File: src/rtl/piso_frame_serializer_pkg.sv
// Shared types and legal parameter ranges for the frame serializer and its counters.
package piso_frame_serializer_pkg;

    typedef enum logic [1:0] {
        IDLE  = 2'd0,
        SHIFT = 2'd1,
        GAP   = 2'd2
    } state_t;

    localparam int WIDTH_MIN = 2;
    localparam int WIDTH_MAX = 32;
    localparam int GAP_MAX   = 15;
    localparam int GAP_CNT_W = 4;

    function automatic bit paramsLegal(input int width, input int gap);
        return (width >= WIDTH_MIN) && (width <= WIDTH_MAX) && (gap >= 0) && (gap <= GAP_MAX);
    endfunction

endpackage

File: src/rtl/piso_frame_serializer_if.sv
// Message handshake plus serial line outputs of the frame serializer.
interface piso_frame_serializer_if #(
    parameter int WIDTH = 8
);
    logic [WIDTH-1:0] msgData;
    logic             msgValid;
    logic             msgReady;
    logic             serialOut;
    logic             serialValid;
    logic             frameStart;
    logic             frameEnd;
    logic             busy;

    modport master (
        output msgData, msgValid,
        input  msgReady, serialOut, serialValid, frameStart, frameEnd, busy
    );

    modport slave (
        input  msgData, msgValid,
        output msgReady, serialOut, serialValid, frameStart, frameEnd, busy
    );
endinterface

File: src/rtl/piso_frame_serializer_bit_counter.sv
// Saturating up/down counter with synchronous load and a terminal-count flag;
// it holds at the terminal value until reloaded.
module bit_counter #(
    parameter int W        = 4,
    parameter bit COUNT_UP = 1'b1
) (
    input  logic         clock,
    input  logic         resetN,
    input  logic         load_i,
    input  logic         enable_i,
    input  logic [W-1:0] loadValue_i,
    input  logic [W-1:0] terminalValue_i,
    output logic [W-1:0] count_o,
    output logic         done_o
);

    logic [W-1:0] count_q;
    logic [W-1:0] count_d;

    assign count_d = COUNT_UP ? (count_q + W'(1)) : (count_q - W'(1));
    assign done_o  = (count_q == terminalValue_i);
    assign count_o = count_q;

    always_ff @(posedge clock) begin
        if (!resetN) begin
            count_q <= '0;
        end else if (load_i) begin
            count_q <= loadValue_i;
        end else if (enable_i && !done_o) begin
            count_q <= count_d;
        end
    end

endmodule

File: src/rtl/piso_frame_serializer.sv
// Parallel-in/serial-out frame serializer: accepts WIDTH-bit words over valid/ready and
// shifts them out one bit per clock with frame strobes and an optional idle gap.
module piso_frame_serializer
    import piso_frame_serializer_pkg::*;
#(
    parameter int WIDTH      = 8,
    parameter bit LSB_FIRST  = 1'b1,
    parameter bit IDLE_LEVEL = 1'b0,
    parameter int GAP_CYCLES = 0
) (
    input logic                     clock,
    input logic                     resetN,
    piso_frame_serializer_if.slave  bus
);

    localparam int CNT_W = $clog2(WIDTH);
    localparam logic [CNT_W-1:0]     BIT_TERM   = CNT_W'(WIDTH - 1);
    localparam logic [CNT_W-1:0]     BIT_PENULT = CNT_W'(WIDTH - 2);
    localparam logic [GAP_CNT_W-1:0] GAP_TERM   = (GAP_CYCLES > 0) ? GAP_CNT_W'(GAP_CYCLES - 1) : '0;

    if (!paramsLegal(WIDTH, GAP_CYCLES)) begin : gParamCheck
        $error("piso_frame_serializer: WIDTH or GAP_CYCLES out of range");
    end

    state_t             state_q;
    logic [WIDTH-1:0]   shiftReg_q;
    logic               serialOut_q;
    logic               serialValid_q;
    logic               frameStart_q;
    logic               frameEnd_q;

    logic [WIDTH-1:0]     loadShift_d;
    logic [WIDTH-1:0]     stepShift_d;
    logic                 loadBit_d;
    logic                 stepBit_d;
    logic [CNT_W-1:0]     bitCount;
    logic                 bitDone;
    logic [GAP_CNT_W-1:0] unusedGapCount;
    logic                 gapDone;
    logic                 msgReady;
    logic                 handshake;

    // The first bit leaves on the load edge, so the register keeps only the remaining bits.
    assign loadBit_d   = LSB_FIRST ? bus.msgData[0] : bus.msgData[WIDTH-1];
    assign loadShift_d = LSB_FIRST ? (bus.msgData >> 1) : (bus.msgData << 1);
    assign stepBit_d   = LSB_FIRST ? shiftReg_q[0] : shiftReg_q[WIDTH-1];
    assign stepShift_d = LSB_FIRST ? (shiftReg_q >> 1) : (shiftReg_q << 1);

    assign msgReady  = (state_q == IDLE) ||
                       ((state_q == SHIFT) && bitDone && (GAP_CYCLES == 0));
    assign handshake = bus.msgValid && msgReady;

    bit_counter #(.W(CNT_W)) uBitCounter (
        .clock           (clock),
        .resetN          (resetN),
        .load_i          (handshake),
        .enable_i        ((state_q == SHIFT) && !bitDone),
        .loadValue_i     ('0),
        .terminalValue_i (BIT_TERM),
        .count_o         (bitCount),
        .done_o          (bitDone)
    );

    bit_counter #(.W(GAP_CNT_W)) uGapCounter (
        .clock           (clock),
        .resetN          (resetN),
        .load_i          ((state_q == SHIFT) && bitDone && (GAP_CYCLES > 0)),
        .enable_i        (state_q == GAP),
        .loadValue_i     ('0),
        .terminalValue_i (GAP_TERM),
        .count_o         (unusedGapCount),
        .done_o          (gapDone)
    );

    always_ff @(posedge clock) begin
        if (!resetN) begin
            state_q       <= IDLE;
            shiftReg_q    <= '0;
            serialOut_q   <= IDLE_LEVEL;
            serialValid_q <= 1'b0;
            frameStart_q  <= 1'b0;
            frameEnd_q    <= 1'b0;
        end else begin
            unique case (state_q)
                IDLE: begin
                    if (handshake) begin
                        state_q       <= SHIFT;
                        shiftReg_q    <= loadShift_d;
                        serialOut_q   <= loadBit_d;
                        serialValid_q <= 1'b1;
                        frameStart_q  <= 1'b1;
                        frameEnd_q    <= 1'b0;
                    end
                end
                SHIFT: begin
                    if (!bitDone) begin
                        shiftReg_q    <= stepShift_d;
                        serialOut_q   <= stepBit_d;
                        serialValid_q <= 1'b1;
                        frameStart_q  <= 1'b0;
                        frameEnd_q    <= (bitCount == BIT_PENULT);
                    end else if (GAP_CYCLES > 0) begin
                        state_q       <= GAP;
                        serialOut_q   <= IDLE_LEVEL;
                        serialValid_q <= 1'b0;
                        frameStart_q  <= 1'b0;
                        frameEnd_q    <= 1'b0;
                    end else if (handshake) begin
                        shiftReg_q    <= loadShift_d;
                        serialOut_q   <= loadBit_d;
                        serialValid_q <= 1'b1;
                        frameStart_q  <= 1'b1;
                        frameEnd_q    <= 1'b0;
                    end else begin
                        state_q       <= IDLE;
                        serialOut_q   <= IDLE_LEVEL;
                        serialValid_q <= 1'b0;
                        frameStart_q  <= 1'b0;
                        frameEnd_q    <= 1'b0;
                    end
                end
                GAP: begin
                    if (gapDone) begin
                        state_q <= IDLE;
                    end
                end
                default: begin
                    state_q <= IDLE;
                end
            endcase
        end
    end

    assign bus.msgReady    = msgReady;
    assign bus.busy        = (state_q != IDLE);
    assign bus.serialOut   = serialOut_q;
    assign bus.serialValid = serialValid_q;
    assign bus.frameStart  = frameStart_q;
    assign bus.frameEnd    = frameEnd_q;

endmodule
File: src/flat_wrapper.sv
// flat-port wrapper written by rule: the top's interface ports become plain ports
module piso_frame_serializer_flat import piso_frame_serializer_pkg::*;
#(
    parameter int WIDTH      = 8,
    parameter bit LSB_FIRST  = 1'b1,
    parameter bit IDLE_LEVEL = 1'b0,
    parameter int GAP_CYCLES = 0
)
  (clock, resetN, bus_msgData, bus_msgValid, bus_msgReady, bus_serialOut, bus_serialValid, bus_frameStart, bus_frameEnd, bus_busy);
  piso_frame_serializer_if #(.WIDTH(WIDTH)) bus_i ();
  input logic clock;
  input logic resetN;
  input wire logic [$bits(bus_i.msgData)-1:0] bus_msgData;
  input wire logic [$bits(bus_i.msgValid)-1:0] bus_msgValid;
  output wire logic [$bits(bus_i.msgReady)-1:0] bus_msgReady;
  output wire logic [$bits(bus_i.serialOut)-1:0] bus_serialOut;
  output wire logic [$bits(bus_i.serialValid)-1:0] bus_serialValid;
  output wire logic [$bits(bus_i.frameStart)-1:0] bus_frameStart;
  output wire logic [$bits(bus_i.frameEnd)-1:0] bus_frameEnd;
  output wire logic [$bits(bus_i.busy)-1:0] bus_busy;
  assign bus_i.msgData = bus_msgData;
  assign bus_i.msgValid = bus_msgValid;
  assign bus_msgReady = bus_i.msgReady;
  assign bus_serialOut = bus_i.serialOut;
  assign bus_serialValid = bus_i.serialValid;
  assign bus_frameStart = bus_i.frameStart;
  assign bus_frameEnd = bus_i.frameEnd;
  assign bus_busy = bus_i.busy;
  piso_frame_serializer #(.WIDTH(WIDTH), .LSB_FIRST(LSB_FIRST), .IDLE_LEVEL(IDLE_LEVEL), .GAP_CYCLES(GAP_CYCLES)) u_core (.clock(clock), .resetN(resetN), .bus(bus_i));
endmodule
File: config.mk
export PLATFORM = sky130hd
export DESIGN_NAME = piso_frame_serializer_flat
export DESIGN_NICKNAME = d
export VERILOG_FILES = /design/src/rtl/piso_frame_serializer_pkg.sv /design/src/rtl/piso_frame_serializer_if.sv /design/src/rtl/piso_frame_serializer_bit_counter.sv /design/src/rtl/piso_frame_serializer.sv /design/src/flat_wrapper.sv
export SDC_FILE = /design/constraint.sdc
export NUM_CORES = 1
export LEC_CHECK = 0
export BUFFER_PORTS_ARGS = -buffer_cell sky130_fd_sc_hd__clkbuf_2
export CAP_MARGIN = 10
export CORE_AREA = 8 8 52 54
export CTS_BUF_LIST = sky130_fd_sc_hd__clkbuf_4
export DETAILED_ROUTE_END_ITERATION = 16
export DIE_AREA = 0 0 60 62
export GPL_TIMING_DRIVEN = 0
export PLACE_DENSITY = 0.71
export SYNTH_ARGS = -nofsm -noshare
export SYNTH_HDL_FRONTEND = slang
export SYNTH_HIERARCHICAL = 1
export SYNTH_SLANG_ARGS = --single-unit
File: constraint.sdc
create_clock -name clock -period 6.1 [get_ports clock]
set_input_delay 0 -clock clock [delete_from_list [all_inputs] [get_ports clock]]
set_output_delay 0 -clock clock [all_outputs]
set_load 0.1 [all_outputs]
==> results.md <==
- The run finished with clean final reports.
- The worst min-delay path class is in -> reg.
- The row count is 16.
- Based on the critical path, the design can be clocked at up to 0.3735 GHz.
- The total wirelength of the detailed-routed design is 1741 um.
- For the final routed database, the setup TNS stands at 0 ns.
- The area growth from synthesis to layout is 19.72%.
- The count of hold buffers inserted by post-cts repair is 0.
- Summed over all cells, the static leakage comes to 0.5546 nW.
- The number of setup violations in the final report is 0.
- The die outline width is 60 um.
- The area of the die is 3720 um2.
- The tightest slew margin relative to the limit is 0.6358.
- The top-area cell type share of the netlist area is 0.3631.
- In this run the mean area of a mapped cell was 8.734 um2.
- Entering global routing, the biggest net connects 11 pins.
- The top-level I/O count is 17.
- After detailed routing, the average wire length per cell comes to 11.09 um.
- In this run the number of H-tree levels came out at 1.
- The endpoint class of the critical path is a flip-flop.
- After detailed routing, the number of remaining DRC violations is 0.
- The die is 62 um tall.
- In the global route stage, met3 resource usage came out at 0.02675.
- The count of final max-slew check failures is 0.
- The first global-routing pass estimated 3070 um of wire.
- Setup repair after global routing left no endpoint under its margin.
- The combined global-route utilization of all metal layers is 0.1064.
- The largest total area in the synthesized netlist belongs to sky130_fd_sc_hd__dfxtp_1.
- The initial antenna violation count came to 0.
- The via count of the first global-routing pass came to 753.
- The number of gates resized after cts is 0.
- The cell area after synthesis is 882.1 um2.
- The total clock sinks is 16.
- Global routing finished with a remaining overflow of 0.
- The worst setup path is launched from a flip-flop.
- The iteration-0 DRC count of the detailed router is 17.
- Detailed placement ended at an HPWL of 1331 um.
- After clock tree synthesis, the clock-pin slew on the worst setup and hold paths is 0.10 ns.
- Synthesis inferred 16 register bits.
- The filler cell count in the final layout is 184.
- The number of endpoints with negative hold slack in the final report came to 0.
- The clock skew is 0.001901 ns.
- For this run, global-route usage on met2 was measured as 0.1738.
- After floorplanning, the core was sized to cover 1902 um2.
- Once detail routing completed, the nets flagged for antenna violations numbered 0.
- The clock tree root buffer cell is sky130_fd_sc_hd__clkbuf_4.
- In this run the cell area measured after placement is 1030 um2.
- Routability-driven placement finished with a final weighted congestion of 0.7514.
- The utilization after layout is 0.5553.
- Port buffering added 16 buffers.
- By startpoint and endpoint, the worst setup path is classified as reg -> reg.
- The tool flagged a number of max-cap violations equal to 0.
- The synthesis warning total is 6.
- The share of the Yosys chip area taken by registers is 0.3631.
- The leading register cell type out of synthesis is sky130_fd_sc_hd__dfxtp_1.
- The number of distinct library cells after synthesis is 32.
- Of the cells placed in the final design, the portion with a size suffix greater than 1 is 0.1769.
- The via count is 798.
- The share of synthesized registers carrying an async set or reset is 0.
- Counting flops with a built-in enable in the synthesized netlist gives 0.
- Of the available clock period, the critical path in the final layout requires 0.4389.
- The count of buffers added by post-CTS timing repair for setup is 0.
- The latest clock arrival within the worst-skew pair is 0.28 ns.
- In this run the most used layer during global routing was met2.
- Sorting the synthesized cells by area gives the leading types as sky130_fd_sc_hd__dfxtp_1 36%, sky130_fd_sc_hd__o211a_1 9.1%, sky130_fd_sc_hd__mux2i_1 7.9%, sky130_fd_sc_hd__nand2_1 5.1%, sky130_fd_sc_hd__nor3b_1 3.4%.
- In the global route stage, met1 resource usage came out at 0.1277.
- The number of clock buffers inserted by TritonCTS is 3.
- The number of inserted diodes is 0.
- In this run the worst path has a maximum fanout of 10.
- The arrival time at the worst endpoint is 2.90 ns.
- The endpoint required time on the critical path is 6.32 ns.
- IR analysis of the VDD net gives a maximum drop of 0.0002612 V.
- The CTS tree is yes.
- The buffer levels on the longest clock path is 2.
- The total power density per cell area is 382.9 nW/um2.
- The gate count of the mapped netlist is 101.
- The routed design could run at a clock period as short as 2.677 ns.
- The number of vias per cell is 5.083.
- The net count of the finished layout is 144.
- The total iterations of the first detailed-routing run is 4.
- The slew at the pin closest to its max-slew limit is 0.5486 ns.
- For this configuration, the core starts out at a cell density of 0.4638.
- The finished cells cover 1056 um2.
state kept, by name (all words and copies together) (netlist names):
name                        cells
u_core/state_q                  1
u_core/bus.frameEnd             1
u_core/bus.serialOut            1
u_core/bus.serialValid          1
u_core/shiftReg_q               8
u_core/uBitCounter/count_o      3
u_core/bus.frameStart           1
logic make-up after synthesis:
logic type      count (synthesis)  synth area share
other cells                     2          0.008514
simple gates                   32            0.1886
flops                          16            0.3631
fa+ha+maj                       2           0.02836
mux                             7           0.07944
xor+xnor                        6           0.05959
buf+inv                        12           0.05957
compound gates                 24            0.2128
Yosys cell counts (2+ instances only):
library cell               instances
sky130_fd_sc_hd__o21ai_0           5
sky130_fd_sc_hd__nand2b_1          2
sky130_fd_sc_hd__ha_1              2
sky130_fd_sc_hd__nor2b_1           2
sky130_fd_sc_hd__mux2i_1           7
sky130_fd_sc_hd__o211a_1           8
sky130_fd_sc_hd__nor2_1            3
sky130_fd_sc_hd__nor3_1            3
sky130_fd_sc_hd__buf_2             3
sky130_fd_sc_hd__nand2_1          12
sky130_fd_sc_hd__xnor2_1           3
sky130_fd_sc_hd__nor3b_1           4
sky130_fd_sc_hd__inv_1             7
sky130_fd_sc_hd__a31oi_1           3
sky130_fd_sc_hd__xor2_1            3
sky130_fd_sc_hd__conb_1            2
sky130_fd_sc_hd__nand4_1           2
sky130_fd_sc_hd__dfxtp_1          16
worst paths after layout:
kind                                 start                            end  slack, ns  cells past startpoint
max reg2reg  u_core/uBitCounter/count_o[0]            u_core/bus.frameEnd       3.42                      9
max          u_core/uBitCounter/count_o[0]            u_core/bus.frameEnd       3.42                      9
min reg2reg           u_core/shiftReg_q[7]           u_core/shiftReg_q[7]       0.46                      2
min                                 resetN  u_core/uBitCounter/count_o[0]       0.01                      3
per-stage QoR:
| stage | power [W] | setup WS [ns] | std cells | hold WS [ns] |
|---|---|---|---|---|
| final | 0.0004044 | 3.423 | 157 | 0.01407 |
| after global routing | 0.0004346 | 3.178 | 157 | 0.01128 |
| after CTS | 0.0004092 | 3.419 | 157 | 0.006859 |
| after detailed placement | 0.0003505 | 3.443 | 153 | 0.3123 |
| after global placement | 0.0003462 | 3.463 | 153 | 0.3070 |
| after floorplan | 0.0003146 | 3.534 | 110 | 0.1323 |
report_power, final:
group | internal, W | total (W) | switching, W | leakage [nW]
clock | 0.0000237 | 0.0000567 | 0.0000330 | 0.0154
sequential | 0.000128 | 0.000150 | 0.0000213 | 0.132
combinational | 0.0000609 | 0.000198 | 0.000137 | 0.407
total | 0.000213 | 0.000404 | 0.000191 | 0.555
placed cells by master (no fill, tap or decap), types with 4 or more instances in the layout:
master	count
sky130_fd_sc_hd__dfxtp_1	16
sky130_fd_sc_hd__mux2i_1	7
sky130_fd_sc_hd__nor3b_1	4
sky130_fd_sc_hd__conb_1	11
sky130_fd_sc_hd__nand2_1	12
sky130_fd_sc_hd__clkbuf_2	16
sky130_fd_sc_hd__o211a_1	8
sky130_fd_sc_hd__o21ai_0	5
sky130_fd_sc_hd__inv_1	7
area by class of cell:
cell class | instances | area [um2] | share of cell area
clock buffer | 3 | 22.52 | 0.02133
multi-input combinational | 82 | 543.0 | 0.5142
clock inverter | 1 | 3.754 | 0.003555
inverter | 7 | 26.28 | 0.02488
tap | 27 | 33.78 | 0.03199
timing repair buffer | 16 | 80.08 | 0.07583
sequential | 16 | 320.3 | 0.3033
buffer | 5 | 26.28 | 0.02488
layer usage:
metal	vias to the layer above	part of all wire	wire, um
met3	2	0.036	63
met4	0	0.011	20
met1	370	0.49	850
met2	14	0.46	807
li1	412	-	-
met5	-	0	0
critical path, cell delays in order, from the launching register on:
cell                       delay [ns]
sky130_fd_sc_hd__dfxtp_1         0.48
sky130_fd_sc_hd__xor2_1          0.17
sky130_fd_sc_hd__nor3_1          0.38
sky130_fd_sc_hd__nand2b_1        0.17
sky130_fd_sc_hd__buf_2           0.21
sky130_fd_sc_hd__buf_4           0.20
sky130_fd_sc_hd__nand2_1         0.09
sky130_fd_sc_hd__ha_1            0.26
sky130_fd_sc_hd__or4_1           0.53
sky130_fd_sc_hd__a21boi_1        0.12
(Power assumes the default switching activity.)
